===== config.mk =====
export PLATFORM = sky130hd
export DESIGN_NAME = serial_frame_deser_flat
export DESIGN_NICKNAME = d
export VERILOG_FILES = /design/src/rtl/serial_frame_deser_pkg.sv /design/src/rtl/serial_frame_deser_if.sv /design/src/rtl/serial_frame_deser_sat_counter.sv /design/src/rtl/serial_frame_deser.sv /design/src/flat_wrapper.sv
export SDC_FILE = /design/constraint.sdc
export NUM_CORES = 1
export LEC_CHECK = 0
export CAP_MARGIN = 10
export CORE_MARGIN = 10
export CORE_UTILIZATION = 34
export DETAILED_ROUTE_END_ITERATION = 6
export PLACE_DENSITY = 0.6
export SLEW_MARGIN = 20
export SYNTH_ARGS = -nofsm -noshare
export SYNTH_HDL_FRONTEND = slang
export SYNTH_HIERARCHICAL = 1
export SYNTH_SLANG_ARGS = --single-unit

===== constraint.sdc =====
create_clock -name clk -period 2.2 [get_ports clk]
set_input_delay 0.44 -clock clk [delete_from_list [all_inputs] [get_ports clk]]
set_output_delay 0.44 -clock clk [all_outputs]
set_load 0.02 [all_outputs]

===== src/rtl/serial_frame_deser_pkg.sv =====
// Shared types and line levels for the serial frame deserializer.
// Ports: none (package).
package serial_frame_deser_pkg;

    // Encoding 3 is unused and recovers to ST_IDLE.
    typedef enum logic [1:0] {
        ST_IDLE = 2'd0,
        ST_DATA = 2'd1,
        ST_STOP = 2'd2
    } state_e;

    localparam logic START_LVL = 1'b1;
    localparam logic STOP_LVL  = 1'b0;
    localparam logic IDLE_LVL  = 1'b0;

endpackage


===== src/rtl/serial_frame_deser_if.sv =====
// Bundle between the serial line/consumer side and the deserializer.
// master: drives din, bit_en, out_ready, clr_err; slave: drives the rest.
interface serial_frame_deser_if #(
    parameter int DATA_W = 8,
    parameter int CNT_W  = 8
);
    logic              din;
    logic              bit_en;
    logic [DATA_W-1:0] out_data;
    logic              out_valid;
    logic              out_ready;
    logic              frame_err;
    logic              overrun;
    logic              clr_err;
    logic [CNT_W-1:0]  frames_ok;
    logic [CNT_W-1:0]  overrun_cnt;

    modport master (
        output din, bit_en, out_ready, clr_err,
        input  out_data, out_valid, frame_err, overrun,
        input  frames_ok, overrun_cnt
    );

    modport slave (
        input  din, bit_en, out_ready, clr_err,
        output out_data, out_valid, frame_err, overrun,
        output frames_ok, overrun_cnt
    );
endinterface


===== src/rtl/serial_frame_deser_sat_counter.sv =====
// Saturating up-counter; holds at all-ones instead of wrapping.
// Ports: clk, rst (sync, active high), inc (count enable), count (value).
module sat_counter #(
    parameter int W = 8
) (
    input  logic         clk,
    input  logic         rst,
    input  logic         inc,
    output logic [W-1:0] count
);
    logic [W-1:0] count_q;
    logic [W-1:0] count_d;

    always_comb begin
        count_d = count_q;
        if (inc && (count_q != {W{1'b1}})) begin
            count_d = count_q + W'(1);
        end
    end

    always_ff @(posedge clk) begin
        if (rst) begin
            count_q <= '0;
        end else begin
            count_q <= count_d;
        end
    end

    assign count = count_q;
endmodule


===== src/rtl/serial_frame_deser.sv =====
// Frames a strobed serial line (start 1, DATA_W bits LSB first, stop 0)
// into words on a one-entry valid/ready buffer, with sticky errors and stats.
// Ports: clk, rst (sync, active high), bus (slave side of the bundle).
module serial_frame_deser
    import serial_frame_deser_pkg::*;
#(
    parameter int DATA_W = 8,
    parameter int CNT_W  = 8
) (
    input logic           clk,
    input logic           rst,
    serial_frame_deser_if.slave bus
);
    localparam int CW = (DATA_W > 1) ? $clog2(DATA_W) : 1;
    localparam logic [CW-1:0] LAST = CW'(DATA_W - 1);

    state_e            state_q, state_d;
    logic [CW-1:0]     cnt_q, cnt_d;
    logic [DATA_W-1:0] shreg_q, shreg_d;
    logic [DATA_W-1:0] data_q, data_d;
    logic              valid_q, valid_d;
    logic              ferr_q, ferr_d;
    logic              ovr_q, ovr_d;

    logic good_stop;
    logic bad_stop;
    logic drain;
    logic load;
    logic drop;

    always_comb begin
        state_d   = state_q;
        cnt_d     = cnt_q;
        shreg_d   = shreg_q;
        good_stop = 1'b0;
        bad_stop  = 1'b0;
        unique case (state_q)
            ST_IDLE: begin
                if (bus.bit_en && bus.din == START_LVL) begin
                    state_d = ST_DATA;
                    cnt_d   = '0;
                end
            end
            ST_DATA: begin
                if (bus.bit_en) begin
                    shreg_d[cnt_q] = bus.din;
                    cnt_d          = cnt_q + CW'(1);
                    if (cnt_q == LAST) begin
                        state_d = ST_STOP;
                        cnt_d   = '0;
                    end
                end
            end
            ST_STOP: begin
                if (bus.bit_en) begin
                    // A bad stop bit is never re-read as a start bit.
                    state_d = ST_IDLE;
                    if (bus.din == STOP_LVL) begin
                        good_stop = 1'b1;
                    end else begin
                        bad_stop = 1'b1;
                    end
                end
            end
            default: begin
                state_d = ST_IDLE;
            end
        endcase
    end

    // The buffer is free if empty or being drained on this same edge.
    always_comb begin
        drain   = valid_q && bus.out_ready;
        load    = good_stop && (!valid_q || bus.out_ready);
        drop    = good_stop && !load;
        data_d  = load ? shreg_q : data_q;
        valid_d = load || (valid_q && !drain);
        // Set events win over a simultaneous clear.
        ferr_d  = bad_stop || (ferr_q && !bus.clr_err);
        ovr_d   = drop || (ovr_q && !bus.clr_err);
    end

    always_ff @(posedge clk) begin
        if (rst) begin
            state_q <= ST_IDLE;
            cnt_q   <= '0;
            shreg_q <= '0;
            data_q  <= '0;
            valid_q <= 1'b0;
            ferr_q  <= 1'b0;
            ovr_q   <= 1'b0;
        end else begin
            state_q <= state_d;
            cnt_q   <= cnt_d;
            shreg_q <= shreg_d;
            data_q  <= data_d;
            valid_q <= valid_d;
            ferr_q  <= ferr_d;
            ovr_q   <= ovr_d;
        end
    end

    sat_counter #(.W(CNT_W)) u_ok_cnt (
        .clk   (clk),
        .rst   (rst),
        .inc   (load),
        .count (bus.frames_ok)
    );

    sat_counter #(.W(CNT_W)) u_ovr_cnt (
        .clk   (clk),
        .rst   (rst),
        .inc   (drop),
        .count (bus.overrun_cnt)
    );

    assign bus.out_data  = data_q;
    assign bus.out_valid = valid_q;
    assign bus.frame_err = ferr_q;
    assign bus.overrun   = ovr_q;
endmodule


===== src/flat_wrapper.sv =====
// flat-port wrapper written by rule: the top's interface ports become plain ports
module serial_frame_deser_flat import serial_frame_deser_pkg::*;
#(
    parameter int DATA_W = 8,
    parameter int CNT_W  = 8
)
  (clk, rst, bus_din, bus_bit_en, bus_out_ready, bus_clr_err, bus_out_data, bus_out_valid, bus_frame_err, bus_overrun, bus_frames_ok, bus_overrun_cnt);
  serial_frame_deser_if #(.DATA_W(DATA_W), .CNT_W(CNT_W)) bus_i ();
  input logic clk;
  input logic rst;
  input wire logic [$bits(bus_i.din)-1:0] bus_din;
  input wire logic [$bits(bus_i.bit_en)-1:0] bus_bit_en;
  input wire logic [$bits(bus_i.out_ready)-1:0] bus_out_ready;
  input wire logic [$bits(bus_i.clr_err)-1:0] bus_clr_err;
  output wire logic [$bits(bus_i.out_data)-1:0] bus_out_data;
  output wire logic [$bits(bus_i.out_valid)-1:0] bus_out_valid;
  output wire logic [$bits(bus_i.frame_err)-1:0] bus_frame_err;
  output wire logic [$bits(bus_i.overrun)-1:0] bus_overrun;
  output wire logic [$bits(bus_i.frames_ok)-1:0] bus_frames_ok;
  output wire logic [$bits(bus_i.overrun_cnt)-1:0] bus_overrun_cnt;
  assign bus_i.din = bus_din;
  assign bus_i.bit_en = bus_bit_en;
  assign bus_i.out_ready = bus_out_ready;
  assign bus_i.clr_err = bus_clr_err;
  assign bus_out_data = bus_i.out_data;
  assign bus_out_valid = bus_i.out_valid;
  assign bus_frame_err = bus_i.frame_err;
  assign bus_overrun = bus_i.overrun;
  assign bus_frames_ok = bus_i.frames_ok;
  assign bus_overrun_cnt = bus_i.overrun_cnt;
  serial_frame_deser #(.DATA_W(DATA_W), .CNT_W(CNT_W)) u_core (.clk(clk), .rst(rst), .bus(bus_i));
endmodule

==> impl_metrics.json, run 1 <==
{
  "holdWs_ns": 0.4611,
  "hp-class": "reg -> reg",
  "synth.ff_latch_count": 40,
  "yosys-top-cells-area": "dfxtp_1 (41%), a21oi_1 (6.5%), mux2i_1 (4.7%)",
  "gr-total-overflow": 0,
  "required_ns": 2.43,
  "critPathCaptureType": "register",
  "critPathArrivalTime_ns": 2.18,
  "hold_buffers": 0,
  "final_common_cell": "dfxtp_1",
  "powerDensity_nw_per_um2": 557.6,
  "htreeDepth": 2,
  "viasPerCell": 5.090,
  "cts_root_buf": "clkbuf_8",
  "reg2reg_depth": 5,
  "synthesis.nets": 223,
  "cts.clk_slew.worst_paths_ns": 0.08,
  "cp_max_fo": 5,
  "irDropWorstVdd_mv": 0.1968,
  "core_um2": 5507,
  "slew_headroom": 0.7380,
  "min_path_cells": 2,
  "io_buffer_count": 32,
  "min_to": "u_core/bus.out_data[1]$_SDFFE_PP0P_",
  "final_nets": 259,
  "final.period_utilization": 0.8859,
  "post_cts_buffers": 0,
  "yosys_warnings": 6,
  "n_antenna_cell": 0,
  "numCtsBuffers": 5,
  "wirelength_mm": 4.380,
  "finalSetupViolations": 0,
  "rsz0062_at_grt": "no",
  "drive_above_1_share": 0.1040,
  "max_freq_ghz": 0.5131,
  "die_w_um": 95.48,
  "yosys.area.top_type": "dfxtp_1",
  "drt_iter0_drc": 51,
  "skew_ns": 0.01017,
  "ant_nets": 0,
  "dieArea_um2": 9115,
  "route.detailed.drc": 0,
  "slew_viol_final": 0,
  "setup_tns_ns": 0,
  "gp_congestion": 0.8161,
  "clock_latency_ns": 0.29,
  "seq_area_frac_synth": 0.4134,
  "antenna_found_initial": 0,
  "synth_top_cell_area_share": 0.4134,
  "r2r_slack_ns": 0.38,
  "die_y_um": 95.48,
  "post_cts_resized": 0,
  "ys_types": 41,
  "grt_pass1_wl_mm": 6.989,
  "hold_path_startpoint": "u_core/shreg_q[1]$_SDFFE_PP0P_",
  "tightest_slew_ns": 0.3930,
  "place_hpwl_mm": 3.085,
  "mostFrequentLayoutCells": "dfxtp_1 (40), clkdlybuf4s50_1 (32), a21oi_1 (25)",
  "regToRegStartpoint": "u_core/state_q[0]$_SDFFE_PP0P_",
  "finalWorstPathRequiredPeriod_ns": 1.949,
  "r2r_end": "u_core/u_ok_cnt/count[3]$_SDFFE_PP0P_",
  "cts_sinks": 40,
  "num_rows": 27,
  "wire_per_inst_um": 13.60,
  "syn_avg_cell_area_um2": 9.093,
  "synthCells": 213,
  "cts_max_path_buffers": 2,
  "drt_pass1_iterations": 4,
  "grt_max_degree": 42,
  "timing.final.hold_violations": 0,
  "p_leak_nw": 0.8364,
  "dr_total_vias": 1639,
  "synthesis.area_um2": 1937,
  "io-pin-count": 33,
  "synthToLayoutAreaGrowth_pct": 26.87,
  "first_global_vias": 1460,
  "grt_usage": 0.09428,
  "status": "complete, no violations",
  "maxCapViolCount": 0,
  "crit_type": "in -> reg",
  "initial_core_util": 0.3517,
  "cts_tree": "built",
  "cp-start-kind": "input port"
}
-- flip-flops by register name, indices dropped and copies added, names as in the netlist --
| signal | flops |
|---|---|
| u_core/bus.out_data | 8 |
| u_core/shreg_q | 8 |
| u_core/state_q | 2 |
| u_core/bus.frame_err | 1 |
| u_core/bus.overrun | 1 |
| u_core/u_ovr_cnt/count | 8 |
| u_core/bus.out_valid | 1 |
| u_core/cnt_q | 3 |
| u_core/u_ok_cnt/count | 8 |
-- routing by layer --
| layer | global-route usage | part of all wire | up-vias |
|---|---|---|---|
| met3 | 0.03064 | 0.060 | 6 |
| met5 | 0 | 0 | - |
| met4 | 0.02948 | 0.012 | 0 |
| met1 | 0.1219 | 0.50 | 738 |
| li1 | - | - | 861 |
| met2 | 0.1455 | 0.43 | 34 |
-- power by group --
part           internal, mW  leakage, nW  total (mW)  switching, mW
Clock                 0.337       0.0552       0.586          0.249
Combinational        0.0248        0.459      0.0529         0.0282
Sequential            0.726        0.322       0.732        0.00533
Total                  1.09        0.836        1.37          0.282
-- through the flow --
| step | power, mW | setup WS, ns | utilization | instance area [µm²] | cells |
|---|---|---|---|---|---|
| floorplan | 0.7766 | 0.3876 | - | 1937 | 213 |
| global placement | 0.8021 | -0.02564 | 0.4267 | 2350 | 314 |
| detailed placement | 0.8016 | -0.05882 | 0.4267 | 2350 | 314 |
| CTS | 1.390 | 0.2453 | 0.4463 | 2457 | 322 |
| global route | 1.426 | 0.1590 | 0.4463 | 2457 | 322 |
| finish | 1.370 | 0.2510 | 0.4463 | 2457 | 322 |
-- area by class of cell --
class,instances,area (µm²)
fill,542,3049
inverter,3,11.26
clock inverter,2,35.03
tap,72,90.09
clock buffer,6,72.57
sequential,40,800.8
timing repair buffer,40,392.9
multi-input combinational,159,1055
-- Yosys cell counts (all sizes together) --
master / n
nor2: 11
or3: 3
nor3: 9
mux2i: 9
a211oi: 4
nand2: 12
and4: 4
inv: 3
dfxtp: 40
a31oi: 2
and2b: 2
o31ai: 1
a2bb2oi: 1
nand4bb: 1
nand4: 4
o21ai: 14
and3: 2
nor4: 1
ha: 4
a21boi: 4
buf: 8
mux2: 2
and4bb: 1
nand2b: 14
nand3b: 1
a21oi: 25
a311oi: 2
nand3: 12
clkbuf: 3
o21bai: 4
o311a: 2
nand4b: 2
and3b: 1
nor2b: 4
or3b: 1
-- cells by family after synthesis --
family / synth area share
AOI/OAI and AO/OA: 0.1932
DFF: 0.4134
adders and majority gates: 0.02584
buffers and inverters: 0.04199
and+or+nand+nor: 0.2636
muxes: 0.06202
-- worst max-delay path: stages --
cell and delay (ns):
clkdlybuf4s50_1 0.41, nand4bb_1 0.29, nor2_1 0.33, nand4_1 0.19, or3_2 0.43, o21ai_1 0.08
-- worst max path at each step --
stage	from	endpoint	slack [ns]	depth (start not counted)
global placement	bus_din	u_core/u_ok_cnt/count[3]$_SDFFE_PP0P_	-0.03	6
finish	bus_din	u_core/u_ok_cnt/count[3]$_SDFFE_PP0P_	0.25	6
global route	bus_din	u_core/u_ok_cnt/count[3]$_SDFFE_PP0P_	0.16	6
floorplan	bus_bit_en	u_core/u_ok_cnt/count[3]$_SDFFE_PP0P_	0.39	7
CTS	bus_din	u_core/u_ok_cnt/count[3]$_SDFFE_PP0P_	0.25	6
detailed placement	bus_din	u_core/u_ok_cnt/count[3]$_SDFFE_PP0P_	-0.06	6
No activity file was read; power rests on OpenSTA's default activity.
==> run 2: changes to the inputs <==
--- a/config.mk
+++ b/config.mk
@@ -8,6 +8,7 @@
 export CAP_MARGIN = 10
 export CORE_MARGIN = 10
 export CORE_UTILIZATION = 34
+export CTS_BUF_LIST = sky130_fd_sc_hd__clkbuf_4 sky130_fd_sc_hd__clkbuf_8 sky130_fd_sc_hd__clkbuf_16
 export DETAILED_ROUTE_END_ITERATION = 6
 export PLACE_DENSITY = 0.6
 export SLEW_MARGIN = 20
==> run 2 against run 1 <==
Clock skew decreased by 0.00071 ns; combinational power about the same; final cell count unchanged; global-route usage unchanged; sequential share of layout area about the same; register-to-register slack about the same; sequential cell count unchanged; clock-buffer cell count unchanged; utilization increased by 0.068 points; worst hold slack about the same; die area unchanged; critical endpoint unchanged; largest cell class unchanged; largest power group unchanged.
==> impl_metrics.json, run 2 (synthesis gave the netlist of run 1 again) <==
{
  "status": "complete, no violations",
  "clock_latency_ns": 0.29,
  "num_rows": 27,
  "cts_max_path_buffers": 2,
  "max_freq_ghz": 0.5105,
  "slew_headroom": 0.7380,
  "powerDensity_nw_per_um2": 561.0,
  "reg2reg_depth": 5,
  "setup_tns_ns": 0,
  "r2r_slack_ns": 0.37,
  "mostFrequentLayoutCells": "dfxtp_1 (40), clkdlybuf4s50_1 (32), a21oi_1 (25)",
  "critPathArrivalTime_ns": 2.19,
  "gp_congestion": 0.8161,
  "critPathCaptureType": "register",
  "final_nets": 259,
  "route.detailed.drc": 0,
  "final.period_utilization": 0.8904,
  "place_hpwl_mm": 3.085,
  "cts.clk_slew.worst_paths_ns": 0.08,
  "finalNonFillerCells": 322,
  "io-pin-count": 33,
  "irDropWorstVdd_mv": 0.1966,
  "post_cts_buffers": 0,
  "hp-class": "reg -> reg",
  "grt_usage": 0.09428,
  "drt_iter0_drc": 50,
  "drt_pass1_iterations": 4,
  "finalWorstPathRequiredPeriod_ns": 1.959,
  "synthToLayoutAreaGrowth_pct": 27.07,
  "antenna_found_initial": 0,
  "cts_sinks": 40,
  "slowest_stage": "or3_2",
  "dr_total_vias": 1647,
  "maxCapViolCount": 0,
  "cts_root_buf": "clkbuf_8",
  "min_path_cells": 2,
  "die_y_um": 95.48,
  "rsz0062_at_grt": "no",
  "core_um2": 5507,
  "ant_nets": 0,
  "slowest_delay_ns": 0.44,
  "hold_path_startpoint": "u_core/shreg_q[1]$_SDFFE_PP0P_",
  "hold_buffers": 0,
  "cp_max_fo": 5,
  "n_antenna_cell": 0,
  "cp-start-kind": "input port",
  "final_common_cell": "dfxtp_1",
  "skew_ns": 0.009455,
  "r2r_end": "u_core/u_ok_cnt/count[3]$_SDFFE_PP0P_",
  "finalSetupViolations": 0,
  "post_cts_resized": 0,
  "required_ns": 2.43,
  "drive_above_1_share": 0.1080,
  "timing.final.hold_violations": 0,
  "numCtsBuffers": 5,
  "first_global_vias": 1460,
  "slew_viol_final": 0,
  "dieArea_um2": 9115,
  "path_cells": "clkdlybuf4s50_1 -> nand4bb_1 -> nor2_1 -> nand4_1 -> or3_2 -> o21ai_1",
  "htreeDepth": 2,
  "wire_per_inst_um": 13.62,
  "gr-total-overflow": 0,
  "p_leak_nw": 0.8398,
  "dpl.cell_count": 314,
  "regToRegStartpoint": "u_core/state_q[0]$_SDFFE_PP0P_",
  "initial_core_util": 0.3517,
  "grt_pass1_wl_mm": 6.989,
  "cts_tree": "built",
  "grt_max_degree": 42,
  "crit_type": "in -> reg",
  "io_buffer_count": 32,
  "tightest_slew_ns": 0.3931,
  "min_to": "u_core/bus.out_data[1]$_SDFFE_PP0P_",
  "die_w_um": 95.48,
  "wirelength_mm": 4.386,
  "viasPerCell": 5.115
}
-- run 2: cell counts in the layout (fill, tap and decap cells not counted) --
Identical to the previous run, type by type.
-- run 2: critical path: cells and delay by family --
family,cells,cell delay (ns)
AND/OR/NAND/NOR,4,1.25
buffers and inverters,1,0.41
AO/OA/AOI/OAI,1,0.08
-- run 2: per-layer routing --
layer	GRT usage	vias up	wire length [µm]
met3	0.03064	6	268
met1	0.1219	747	2177
met2	0.1455	36	1885
li1	-	858	-
met5	0	-	0
met4	0.02948	0	54
-- run 2: power breakdown --
group / switching, mW / total (mW) / internal, mW
registers: 0.00533 / 0.732 / 0.726
clock network: 0.248 / 0.597 / 0.349
logic: 0.0279 / 0.0527 / 0.0247
-- run 2: layout make-up --
class / count / area, µm²
Clock inverter: 2 / 35.03
Timing Repair Buffer: 40 / 392.9
Inverter: 3 / 11.26
Sequential cell: 40 / 800.8
Fill cell: 541 / 3045
Multi-Input combinational cell: 159 / 1055
Clock buffer: 6 / 76.32
Tap cell: 72 / 90.09
-- run 2: through the flow --
| step | util | setup WS [ns] | total power, mW | area [µm²] | hold WS, ns |
|---|---|---|---|---|---|
| final | 0.4469 | 0.2412 | 1.381 | 2461 | 0.4610 |
| after global routing | 0.4469 | 0.1586 | 1.438 | 2461 | 0.4941 |
| after CTS | 0.4469 | 0.2455 | 1.403 | 2461 | 0.4689 |
| after detailed placement | 0.4267 | -0.05882 | 0.8016 | 2350 | 0.4587 |
| after global placement | 0.4267 | -0.02564 | 0.8021 | 2350 | 0.4524 |
| after floorplan | - | 0.3876 | 0.7766 | 1937 | 0.4392 |
-- run 2: worst max path at each step --
stage	start	endpoint	slack, ns	cells past startpoint
6_report	bus_din	u_core/u_ok_cnt/count[3]$_SDFFE_PP0P_	0.24	6
5_1_grt	bus_din	u_core/u_ok_cnt/count[3]$_SDFFE_PP0P_	0.16	6
4_1_cts	bus_din	u_core/u_ok_cnt/count[3]$_SDFFE_PP0P_	0.25	6
3_5_place_dp	bus_din	u_core/u_ok_cnt/count[3]$_SDFFE_PP0P_	-0.06	6
3_3_place_gp	bus_din	u_core/u_ok_cnt/count[3]$_SDFFE_PP0P_	-0.03	6
2_1_floorplan	bus_bit_en	u_core/u_ok_cnt/count[3]$_SDFFE_PP0P_	0.39	7
==> run 3: changes to the inputs <==
--- a/config.mk
+++ b/config.mk
@@ -10,6 +10,7 @@
 export CORE_UTILIZATION = 34
 export CTS_BUF_LIST = sky130_fd_sc_hd__clkbuf_4 sky130_fd_sc_hd__clkbuf_8 sky130_fd_sc_hd__clkbuf_16
 export DETAILED_ROUTE_END_ITERATION = 6
+export MAX_ROUTING_LAYER = met4
 export PLACE_DENSITY = 0.6
 export SLEW_MARGIN = 20
 export SYNTH_ARGS = -nofsm -noshare
==> run 3 against run 2 <==
Power about the same; utilization is the same; final cell count is the same; register-to-register slack hardly changed; critical path type unchanged; largest power group unchanged.
==> impl_metrics.json, run 3 (synthesis gave the netlist of run 1 again) <==
{
  "tightest_slew_ns": 0.3931,
  "hold_path_startpoint": "u_core/shreg_q[1]$_SDFFE_PP0P_",
  "cts_max_path_buffers": 2,
  "gr-total-overflow": 0,
  "critPathCaptureType": "register",
  "cts_root_buf": "clkbuf_8",
  "initial_core_util": 0.3517,
  "num_rows": 27,
  "timing.final.hold_violations": 0,
  "skew_ns": 0.009557,
  "status": "complete, no violations",
  "drive_above_1_share": 0.1080,
  "grt_max_degree": 42,
  "required_ns": 2.43,
  "die_y_um": 95.48,
  "irDropWorstVdd_mv": 0.1966,
  "finalNonFillerCells": 322,
  "clock_latency_ns": 0.29,
  "place_hpwl_mm": 3.085,
  "cts_sinks": 40,
  "slowest_stage": "or3_2",
  "cp-start-kind": "input port",
  "min_path_cells": 2,
  "grt_usage": 0.09709,
  "io_buffer_count": 32,
  "powerDensity_nw_per_um2": 561.1,
  "hp-class": "reg -> reg",
  "dr_total_vias": 1649,
  "dpl.cell_count": 314,
  "hold_buffers": 0,
  "slew_headroom": 0.7380,
  "r2r_end": "u_core/u_ok_cnt/count[3]$_SDFFE_PP0P_",
  "p_leak_nw": 0.8398,
  "reg2reg_depth": 5,
  "cp_max_fo": 5,
  "n_antenna_cell": 0,
  "final_common_cell": "dfxtp_1",
  "min_to": "u_core/bus.out_data[1]$_SDFFE_PP0P_",
  "final.period_utilization": 0.8907,
  "rsz0062_at_grt": "no",
  "die_w_um": 95.48,
  "post_cts_resized": 0,
  "wire_per_inst_um": 13.63,
  "io-pin-count": 33,
  "slowest_delay_ns": 0.44,
  "first_global_vias": 1460,
  "max_freq_ghz": 0.5103,
  "final_nets": 259,
  "regToRegStartpoint": "u_core/state_q[0]$_SDFFE_PP0P_",
  "total_power_mw": 1.381,
  "htreeDepth": 2,
  "gp_congestion": 0.8282,
  "finalSetupViolations": 0,
  "slew_viol_final": 0,
  "wirelength_mm": 4.389,
  "drt_pass1_iterations": 4,
  "fin_area_um2": 2461,
  "crit_type": "in -> reg",
  "path_cells": "clkdlybuf4s50_1 -> nand4bb_1 -> nor2_1 -> nand4_1 -> or3_2 -> o21ai_1",
  "mostFrequentLayoutCells": "dfxtp_1 (40), clkdlybuf4s50_1 (32), a21oi_1 (25)",
  "numCtsBuffers": 5,
  "r2r_slack_ns": 0.37,
  "critPathArrivalTime_ns": 2.19,
  "cts.clk_slew.worst_paths_ns": 0.08,
  "post_cts_buffers": 0,
  "grt_pass1_wl_mm": 6.989,
  "ant_nets": 0,
  "holdWs_ns": 0.4610,
  "antenna_found_initial": 0,
  "synthToLayoutAreaGrowth_pct": 27.07,
  "drt_iter0_drc": 50,
  "maxCapViolCount": 0,
  "cts_tree": "built",
  "route.detailed.drc": 0,
  "viasPerCell": 5.121,
  "dieArea_um2": 9115,
  "placed_area_um2": 2350,
  "finalWorstPathRequiredPeriod_ns": 1.959,
  "core_um2": 5507
}
[run 3: stage by stage]
step,util,setup slack [ns],TNS [ns]
5_1_grt,0.4469,0.1586,0
2_1_floorplan,-,0.3876,0
3_5_place_dp,0.4267,-0.05882,-0.05882
6_report,0.4469,0.2405,0
3_3_place_gp,0.4267,-0.02564,-0.02564
4_1_cts,0.4469,0.2455,0
[run 3: routing by layer]
layer | track usage | vias up | part of all wire
met1 | 0.1246 | 748 | 0.51
met2 | 0.1455 | 35 | 0.43
met4 | 0.02948 | 0 | 0.012
li1 | - | 858 | -
met3 | 0.02592 | 8 | 0.050
met5 | - | - | 0
[run 3: critical path, delay by kind of cell]
family          cells  cell delay (ns)
simple gates        4             1.25
buf+inv             1             0.41
compound gates      1             0.08
[run 3: final cells by class]
class | count | area [µm²]
Multi-Input combinational cell | 159 | 1055
Clock inverter | 2 | 35.03
Clock buffer | 6 | 76.32
Fill cell | 541 | 3045
Timing Repair Buffer | 40 | 392.9
Sequential cell | 40 | 800.8
Inverter | 3 | 11.26
Tap cell | 72 | 90.09
[run 3: worst max-delay path by stage]
stage | startpoint | to | slack (ns) | cells past startpoint
2_1_floorplan | bus_bit_en | u_core/u_ok_cnt/count[3]$_SDFFE_PP0P_ | 0.39 | 7
3_3_place_gp | bus_din | u_core/u_ok_cnt/count[3]$_SDFFE_PP0P_ | -0.03 | 6
3_5_place_dp | bus_din | u_core/u_ok_cnt/count[3]$_SDFFE_PP0P_ | -0.06 | 6
4_1_cts | bus_din | u_core/u_ok_cnt/count[3]$_SDFFE_PP0P_ | 0.25 | 6
5_1_grt | bus_din | u_core/u_ok_cnt/count[3]$_SDFFE_PP0P_ | 0.16 | 6
6_report | bus_din | u_core/u_ok_cnt/count[3]$_SDFFE_PP0P_ | 0.24 | 6
[run 3: power breakdown]
group / internal (mW) / switching (mW)
Combinational: 0.0247 / 0.0279
Clock: 0.349 / 0.248
Sequential: 0.726 / 0.00533
